[src/rtl/pipe_pkg.sv]
// Shared definitions for the RV32I pipeline control path.
package pipe_pkg;

    typedef enum logic {
        ST_RUN   = 1'b0,
        ST_DWAIT = 1'b1
    } hz_state_t;

    localparam logic [4:0]  REG_X0 = 5'd0;
    localparam logic [31:0] NOP    = 32'h00000013;  // addi x0, x0, 0

endpackage

[src/rtl/pipe_hazard_ctrl_sat_counter.sv]
// Saturating up-counter: holds at all-ones instead of wrapping.
module sat_counter #(
    parameter int W = 32
) (
    input  logic         clk,
    input  logic         rst,
    input  logic         inc,
    output logic [W-1:0] count
);

    always_ff @(posedge clk) begin
        if (rst)
            count <= '0;
        else if (inc && (count != '1))
            count <= count + W'(1);
    end

endmodule

[src/rtl/pipe_hazard_ctrl.sv]
// Stall/flush sequencer for the 5-stage pipeline: load-use, EX redirects and
// data-memory waits, with a redirect held across a wait and performance counters.
module pipe_hazard_ctrl
    import pipe_pkg::*;
#(
    parameter int TIMEOUT = 255,
    parameter int CNT_W   = 32
) (
    input  logic             clk,
    input  logic             rst,
    input  logic [4:0]       rs1D,
    input  logic [4:0]       rs2D,
    input  logic             use_rs2D,
    input  logic [4:0]       rdE,
    input  logic             mem_readE,
    input  logic             redirectE,
    input  logic             dmem_req,
    input  logic             dmem_ready,
    output logic             pc_en,
    output logic             stallD,
    output logic             flushD,
    output logic             stallE,
    output logic             flushE,
    output logic             stallM,
    output logic             redirect_sel,
    output logic             mem_timeout,
    output logic [CNT_W-1:0] stall_cnt,
    output logic [CNT_W-1:0] flush_cnt
);

    localparam logic [15:0] TMO = 16'(TIMEOUT);

    hz_state_t   state;
    logic        pend_redir;
    logic [15:0] wait_cnt;
    logic [15:0] wait_nxt;
    logic        lu;
    logic        dw;
    logic        redir_now;

    assign lu = mem_readE && (rdE != REG_X0) &&
                ((rdE == rs1D) || (use_rs2D && (rdE == rs2D)));
    assign dw = dmem_req && !dmem_ready;
    // A redirect held through a wait replays on the release cycle.
    assign redir_now = redirectE || ((state == ST_DWAIT) && pend_redir);

    always_comb begin
        // NOTE: every output gets a default first so no path infers a latch.
        pc_en        = 1'b1;
        stallD       = 1'b0;
        flushD       = 1'b0;
        stallE       = 1'b0;
        flushE       = 1'b0;
        stallM       = 1'b0;
        redirect_sel = 1'b0;
        wait_nxt     = 16'd1;
        if (state == ST_DWAIT)
            wait_nxt = (wait_cnt >= TMO) ? wait_cnt : wait_cnt + 16'd1;
        if (!rst) begin
            if (dw) begin
                pc_en  = 1'b0;
                stallD = 1'b1;
                stallE = 1'b1;
                stallM = 1'b1;
            end else if (redir_now) begin
                // The ID instruction is squashed, so a coincident load-use is moot.
                redirect_sel = 1'b1;
                flushD       = 1'b1;
                flushE       = 1'b1;
            end else if (lu) begin
                pc_en  = 1'b0;
                stallD = 1'b1;
                flushE = 1'b1;
            end
        end
    end

    always_ff @(posedge clk) begin
        // NOTE: sequential state uses non-blocking assignments only.
        if (rst) begin
            state       <= ST_RUN;
            pend_redir  <= 1'b0;
            wait_cnt    <= 16'd0;
            mem_timeout <= 1'b0;
        end else if (dw) begin
            state      <= ST_DWAIT;
            pend_redir <= pend_redir || redirectE;
            wait_cnt   <= wait_nxt;
            if (wait_nxt == TMO)
                mem_timeout <= 1'b1;
        end else begin
            state      <= ST_RUN;
            pend_redir <= 1'b0;
            wait_cnt   <= 16'd0;
        end
    end

    sat_counter #(.W(CNT_W)) u_stall_cnt (
        .clk   (clk),
        .rst   (rst),
        .inc   (!pc_en),
        .count (stall_cnt)
    );

    sat_counter #(.W(CNT_W)) u_flush_cnt (
        .clk   (clk),
        .rst   (rst),
        .inc   (flushD),
        .count (flush_cnt)
    );

endmodule

[config.mk]
export PLATFORM = sky130hd
export DESIGN_NAME = pipe_hazard_ctrl
export DESIGN_NICKNAME = d
export VERILOG_FILES = /design/src/rtl/pipe_pkg.sv /design/src/rtl/pipe_hazard_ctrl_sat_counter.sv /design/src/rtl/pipe_hazard_ctrl.sv
export SDC_FILE = /design/constraint.sdc
export NUM_CORES = 1
export LEC_CHECK = 0
export CORE_ASPECT_RATIO = 1.4
export CORE_MARGIN = 5
export CORE_UTILIZATION = 50
export CTS_CLUSTER_SIZE = 28
export DETAILED_ROUTE_END_ITERATION = 10
export PLACE_DENSITY = 0.8
export SLEW_MARGIN = 10
export SYNTH_ARGS = -nofsm -noshare
export SYNTH_HDL_FRONTEND = slang
export SYNTH_SLANG_ARGS = --single-unit
[constraint.sdc]
create_clock -name clk -period 2.25 [get_ports clk]
set_input_delay 0.3375 -clock clk [delete_from_list [all_inputs] [get_ports clk]]
set_output_delay 0.3375 -clock clk [all_outputs]
set_load 0.02 [all_outputs]
==> results of run 1 <==
worst paths after layout:
check / endpoint / depth (start not counted)
setup reg to reg: u_stall_cnt.count[27] / 6
hold / removal: wait_cnt[13] / 1
setup / recovery: stallD / 7
hold reg to reg: wait_cnt[13] / 1
worst reg2reg max path, cell delays in order (launching register included):
cell and delay, ps:
dfxtp_1 390, nand4_2 170, or3_1 430, a211o_1 260, or3_1 360, or3_1 330
a21oi_1 150
registers in the layout, summed over array words and instances, names as in the netlist:
signal and flops:
mem_timeout 1, state 1, u_stall_cnt.count 32, u_flush_cnt.count 32, pend_redir 1, wait_cnt 16
repair_timing:
| item | CTS | global route |
|---|---|---|
| gates cloned | 0 | 0 |
| pin swaps | 3 | 9 |
| resized for setup | 27 | 15 |
| buffers inserted | 3 | 2 |
| setup endpoints to repair | 26 | 36 |
routing by layer:
metal  global-route usage  vias to the layer above
met4                0.109                        0
met2                0.397                      141
met1                0.257                     1982
met3               0.0414                       20
met5                    0                        -
li1                     -                     2033
final cells by class:
cell class / count / area share
Inverter: 14 / 0.00955
Sequential cell: 83 / 0.289
Multi-Input combinational cell: 369 / 0.410
Tap cell: 102 / 0.0221
Clock inverter: 7 / 0.00955
Clock buffer: 9 / 0.0391
Timing Repair Buffer: 137 / 0.221
per-stage QoR:
| stage | cell area (um^2) | total power [W] |
|---|---|---|
| 3_3_place_gp | 5380 | 0.00168 |
| 2_1_floorplan | 4120 | 0.00159 |
| 5_1_grt | 5760 | 0.00312 |
| 4_1_cts | 5680 | 0.00304 |
| 6_report | 5760 | 0.00302 |
| 3_5_place_dp | 5380 | 0.00169 |
power by group through the flow:
stage | Combinational (W) | Clock, W | Sequential, W
3_3_place_gp | 0.000173 | 0 | 0.00151
2_1_floorplan | 0.0000784 | 0 | 0.00151
4_1_cts | 0.000177 | 0.00138 | 0.00148
5_1_grt | 0.000196 | 0.00144 | 0.00148
6_report | 0.000181 | 0.00136 | 0.00148
3_5_place_dp | 0.000178 | 0 | 0.00151
logic make-up (layout without fill, tap and decap cells):
| kind of cell | count (synthesis) | after routing | synth area share |
|---|---|---|---|
| AO/OA/AOI/OAI | 84 | 84 | 0.138 |
| flip-flops | 83 | 83 | 0.403 |
| XOR/XNOR | 40 | 40 | 0.0851 |
| multiplexers | 9 | 9 | 0.0231 |
| adder cells (fa/ha/maj) | 3 | 3 | 0.00911 |
| buffers and inverters | 35 | 167 | 0.0361 |
| AND/OR/NAND/NOR | 233 | 233 | 0.305 |
layout by cell type, fill, tap and decap left out, types with 4 or more instances in the layout:
| cell | instances |
|---|---|
| mux2i_1 | 5 |
| nand3_1 | 30 |
| clkdlybuf4s50_1 | 78 |
| clkbuf_16 | 9 |
| buf_4 | 43 |
| o31ai_1 | 14 |
| dlymetal6s2s_1 | 4 |
| mux2_2 | 4 |
| or3_1 | 17 |
| nor2_1 | 48 |
| or4_1 | 13 |
| a21oi_1 | 28 |
| nor4_1 | 10 |
| and4_1 | 4 |
| nand4_1 | 16 |
| and2_1 | 16 |
| o21ai_0 | 13 |
| inv_1 | 13 |
| nor3_1 | 6 |
| nand2_1 | 40 |
| clkinvlp_4 | 5 |
| and3_1 | 9 |
| dfxtp_1 | 82 |
| xnor2_1 | 19 |
| xor2_1 | 21 |
| dlygate4sd2_1 | 5 |
==> flow_metrics.env, run 1 <==
export IMPL_dr_wl_met3_um=736
export IMPL_worst_r2r_startpoint="u_stall_cnt.count[11]"
export IMPL_ant_nets=0
export IMPL_insertion_delay_ps=340
export IMPL_ys_top_cells_by_area="dfxtp_1 (40%), xor2_1 (4.5%), nor2_1 (4.4%), xnor2_1 (4.0%), nand2_1 (3.7%)"
export IMPL_start_util=0.508
export IMPL_setup_viol=0
export IMPL_switching_share=0.235
export IMPL_dp_cells=700
export IMPL_outcome="completed"
export IMPL_hold_buffers=0
export IMPL_crit_path_start="rdE[1]"
export IMPL_cpMaxStageDelayCell="or3_1"
export IMPL_ys_seq_area_frac=0.403
export IMPL_worst_setup_path_end_kind="primary output"
export IMPL_yosysWarnings=0
export IMPL_rsz0062_at_grt="no"
export IMPL_worstSetupPathType="input pin to primary output"
export IMPL_start_kind="input pin"
export IMPL_power_switching_w=0.000710
export IMPL_dieArea_um2=10200
export IMPL_intPower_w=0.00231
export IMPL_cts_sinks=83
export IMPL_crit_arrival_ps=1820
export IMPL_grt_pass1_vias=4052
export IMPL_dr_pass1_iters=4
export IMPL_critPathRequiredTime_ps=1910
export IMPL_gp_congestion=0.833
export IMPL_hp_start="wait_cnt[13]"
export IMPL_routed_wl_met2_mm=6.09
export IMPL_wl_met1_mm=4.35
export IMPL_p_comb_frac=0.060
export IMPL_seq_area_um2=1660
export IMPL_drv_cap=0
export IMPL_p_seq_frac=0.489
export IMPL_grt_ovfl_total=0
export IMPL_ff2ff_setup_slack_ps=100
export IMPL_synthCells=487
export IMPL_syn_to_final_growth_pct=39.9
export IMPL_grt_max_degree=42
export IMPL_postSynthAreaPerCell_um2=8.46
export IMPL_cts_tree="built"
export IMPL_nFillCells=642
export IMPL_drt_iter0_drc=191
export IMPL_multi_input_comb_area_um2=2360
export IMPL_clock_root_buffer="clkbuf_16"
export IMPL_p_leak_nw=2.05
export IMPL_hold_viol=0
export IMPL_viasPerCell=5.79
export IMPL_synth_edf_count=0
export IMPL_min_path_type="flip-flop to flip-flop"
export IMPL_layout_drive_gt1_share=0.150
export IMPL_fmax_mhz=464
export IMPL_htree_num_levels=3
export IMPL_wl_per_cell_um=15.9
export IMPL_finalSetupTns_ps=0
export IMPL_routed_wl_mm=11.5
export IMPL_layout_setup_ws_ps=92.9
export IMPL_grt_total_usage=0.226
export IMPL_cts_made_buffers=9
export IMPL_clockBufferDepth=2
export IMPL_drc=0
export IMPL_top_layer_used="met4"
export IMPL_pwr_density_cell_nw_per_um2=525
export IMPL_period_minus_slack_ps=2160
export IMPL_ys_async_sr_fraction=0
export IMPL_fin_skew_ps=5.11
export IMPL_yosysMostFrequentCell="dfxtp_1"
export IMPL_die_w_um=86.7
export IMPL_io_buffers=93
export IMPL_finish_utilization=0.711
export IMPL_worst_path_dominant_cell_family="compound AO/OA/AOI/OAI gates"
export IMPL_rows=39
export IMPL_yosysTopAreaCellShare=0.403
export IMPL_synth_seq_cells=83
export IMPL_worstPathCellList="dlygate4sd2_1, or3_1, o311a_1, a21o_1, nand2_2, inv_1, buf_4"
export IMPL_synth_area_leader_cell="dfxtp_1"
export IMPL_max_vdd_ir_drop_v=0.000368
export IMPL_dpl_hpwl_mm=8.30
export IMPL_vias=4176
export IMPL_holdWs_ps=464
export IMPL_post_layout_nonfiller_instances=721
export IMPL_core_area_um2=8100
export IMPL_cpPeakStageDelay_ps=350
export IMPL_ioPinCount=94
export IMPL_antenna_found_initial=0
export IMPL_synth_nets=512
export IMPL_dp_slack_ps=-594
export IMPL_tightest_slew_ps=490
export IMPL_period_share=0.959
export IMPL_path_buf_inv=3
export IMPL_syn_area_um2=4120
export IMPL_slew_headroom=0.672
export IMPL_synthFlopType="dfxtp_1"
export IMPL_cp_max_fo=3
export IMPL_fp_dieH_um=117
export IMPL_clock_power_share=0.451
export IMPL_slew_viol_final=0
export IMPL_synth_common_cells="dfxtp_1 (83), nor2_1 (48), nand2_1 (41)"
export IMPL_grt_pass1_wl_mm=19.0
export IMPL_clk_pin_slew_worst_paths_ps=60
export IMPL_nets=639
export IMPL_synth_cell_types=54
export IMPL_num_antenna_cells=0
Power figures use the tool's default switching activity.
==> run 2: changes to the inputs <==
--- a/config.mk
+++ b/config.mk
@@ -11,6 +11,7 @@
 export CTS_CLUSTER_SIZE = 28
 export DETAILED_ROUTE_END_ITERATION = 10
 export PLACE_DENSITY = 0.8
+export SETUP_SLACK_MARGIN = 0.15
 export SLEW_MARGIN = 10
 export SYNTH_ARGS = -nofsm -noshare
 export SYNTH_HDL_FRONTEND = slang
==> run 2 against run 1 <==
  * Sequential power hardly changed
  * Critical path depth fell by 1
  * Sequential share of layout area shrank 1.8 points
  * Maximum frequency is 3.6% higher
  * Clock-buffer cell count is 2 higher
  * Critical endpoint is now u_stall_cnt.count[31]
==> flow_metrics.env, run 2 (synthesized netlist as in run 1, its figures left out) <==
export IMPL_outcome="completed"
export IMPL_grt_use_met2=0.423
export IMPL_worst_setup_path_end_kind="flip-flop"
export IMPL_hold_viol=0
export IMPL_io_buffers=93
export IMPL_ioPinCount=94
export IMPL_core_area_um2=8100
export IMPL_grt_pass1_wl_mm=20.0
export IMPL_fin_skew_ps=10.9
export IMPL_worstPathCellList="nand4_1, or3_4, a211o_1, buf_6, or4_1, a21oi_1"
export IMPL_cts_made_buffers=9
export IMPL_cpPeakStageDelay_ps=470
export IMPL_pwr_density_cell_nw_per_um2=494
export IMPL_start_kind="flip-flop"
export IMPL_worstSetupPathType="flip-flop to flip-flop"
export IMPL_tightest_slew_ps=762
export IMPL_dp_slack_ps=-543
export IMPL_fp_dieH_um=117
export IMPL_layout_setup_ws_ps=168
export IMPL_rsz0062_at_grt="yes"
export IMPL_nets=660
export IMPL_grt_ovfl_total=0
export IMPL_cpMaxStageDelayCell="or4_1"
export IMPL_layout_common_cells="dfxtp_1 (69), clkdlybuf4s50_1 (68), buf_4 (52)"
export IMPL_holdWs_ps=462
export IMPL_slew_headroom=0.492
export IMPL_met3_usage=0.0547
export IMPL_layout_drive_gt1_share=0.261
export IMPL_dr_pass1_iters=5
export IMPL_slew_viol_final=0
export IMPL_dpl_hpwl_mm=8.12
export IMPL_rows=39
export IMPL_hold_buffers=0
export IMPL_ant_nets=0
export IMPL_viasPerCell=5.95
export IMPL_busiest_layer="met2"
export IMPL_cts_sinks=83
export IMPL_worst_path_dominant_cell_family="simple AND/OR/NAND/NOR gates"
export IMPL_dieArea_um2=10200
export IMPL_grt_max_degree=64
export IMPL_layout_commonest_cell="dfxtp_1"
export IMPL_p_leak_nw=2.31
export IMPL_max_vdd_ir_drop_v=0.000548
export IMPL_syn_to_final_growth_pct=52.2
export IMPL_insertion_delay_ps=350
export IMPL_grt_pass1_vias=4245
export IMPL_min_path_type="flip-flop to flip-flop"
export IMPL_path_buf_inv=1
export IMPL_clk_pin_slew_worst_paths_ps=70
export IMPL_fmax_mhz=480
export IMPL_finish_utilization=0.774
export IMPL_crit_arrival_ps=2350
export IMPL_finalSetupTns_ps=0
export IMPL_vias=4407
export IMPL_num_antenna_cells=0
export IMPL_clockBufferDepth=2
export IMPL_period_share=0.925
export IMPL_gp_congestion=0.826
export IMPL_drc=0
export IMPL_setup_viol=0
export IMPL_use_met1=0.265
export IMPL_htree_num_levels=3
export IMPL_die_w_um=86.7
export IMPL_cp_max_fo=12
export IMPL_antenna_found_initial=0
export IMPL_routed_wl_mm=13.1
export IMPL_drt_iter0_drc=296
export IMPL_wl_per_cell_um=17.7
export IMPL_cts_tree="built"
export IMPL_critPathRequiredTime_ps=2520
export IMPL_start_util=0.508
export IMPL_largestRegisters="u_flush_cnt.count: 32 flops, u_stall_cnt.count: 32 flops, wait_cnt: 16 flops"
export IMPL_grt_total_usage=0.243
export IMPL_period_minus_slack_ps=2080
export IMPL_drv_cap=0
export IMPL_clock_root_buffer="clkbuf_16"
run 2: changes by cell type in the layout (fill, tap and decap cells not counted), sizes merged, moves of 2 or more:
cell / previous run / this run
bufbuf: 0 / 3
buf: 48 / 67
dlymetal6s2s: 4 / 2
clkbuf: 9 / 17
dlygate4sd2: 5 / 9
clkdlybuf4s50: 78 / 68
clkinvlp: 5 / 1
run 2: what timing repair did:
action	CTS	global route
cloned	4	1
buffers inserted	8	8
endpoints found under the setup margin	44	48
pin swaps	18	40
resized for setup	64	75
run 2: worst paths after layout:
| check | start | endpoint | slack [ps] | depth (start not counted) |
|---|---|---|---|---|
| setup / recovery | u_stall_cnt.count[13] | u_stall_cnt.count[31] | 170 | 6 |
| hold / removal | wait_cnt[11] | wait_cnt[11] | 460 | 1 |
| setup reg to reg | u_stall_cnt.count[13] | u_stall_cnt.count[31] | 170 | 6 |
| hold reg to reg | wait_cnt[11] | wait_cnt[11] | 460 | 1 |
run 2: where the power goes:
part           leakage [nW]  switching, W  internal, W
Clock                 0.137      0.000588     0.000799
Combinational          1.50      0.000118     0.000119
Sequential            0.678    0.00000560      0.00147
run 2: layout make-up:
| class | count | area (um^2) |
|---|---|---|
| multi-input combinational | 370 | 2600 |
| fill | 544 | 1830 |
| sequential | 83 | 1700 |
| timing repair buffer | 157 | 1510 |
| clock buffer | 11 | 253 |
| tap | 102 | 128 |
| inverter | 14 | 52.6 |
| clock inverter | 4 | 26.3 |
run 2: layer usage:
layer	vias up	routed length [um]
li1	2069	-
met1	2114	4850
met2	174	7050
met3	50	710
met4	0	512
met5	-	0
run 2: metrics by stage:
step | total power (W) | std cells | area (um^2)
after floorplan | 0.00159 | 487 | 4130
after global placement | 0.00169 | 705 | 5440
after CTS | 0.00309 | 732 | 5970
after global routing | 0.00320 | 741 | 6270
after detailed placement | 0.00169 | 705 | 5440
final | 0.00309 | 741 | 6270
run 2: worst reg2reg max path: cells and delay by family, from the launching register on:
family | cells | cell delay, ps
AND/OR/NAND/NOR | 3 | 1020
AO/OA/AOI/OAI | 2 | 460
flip-flops | 1 | 370
buffers and inverters | 1 | 160
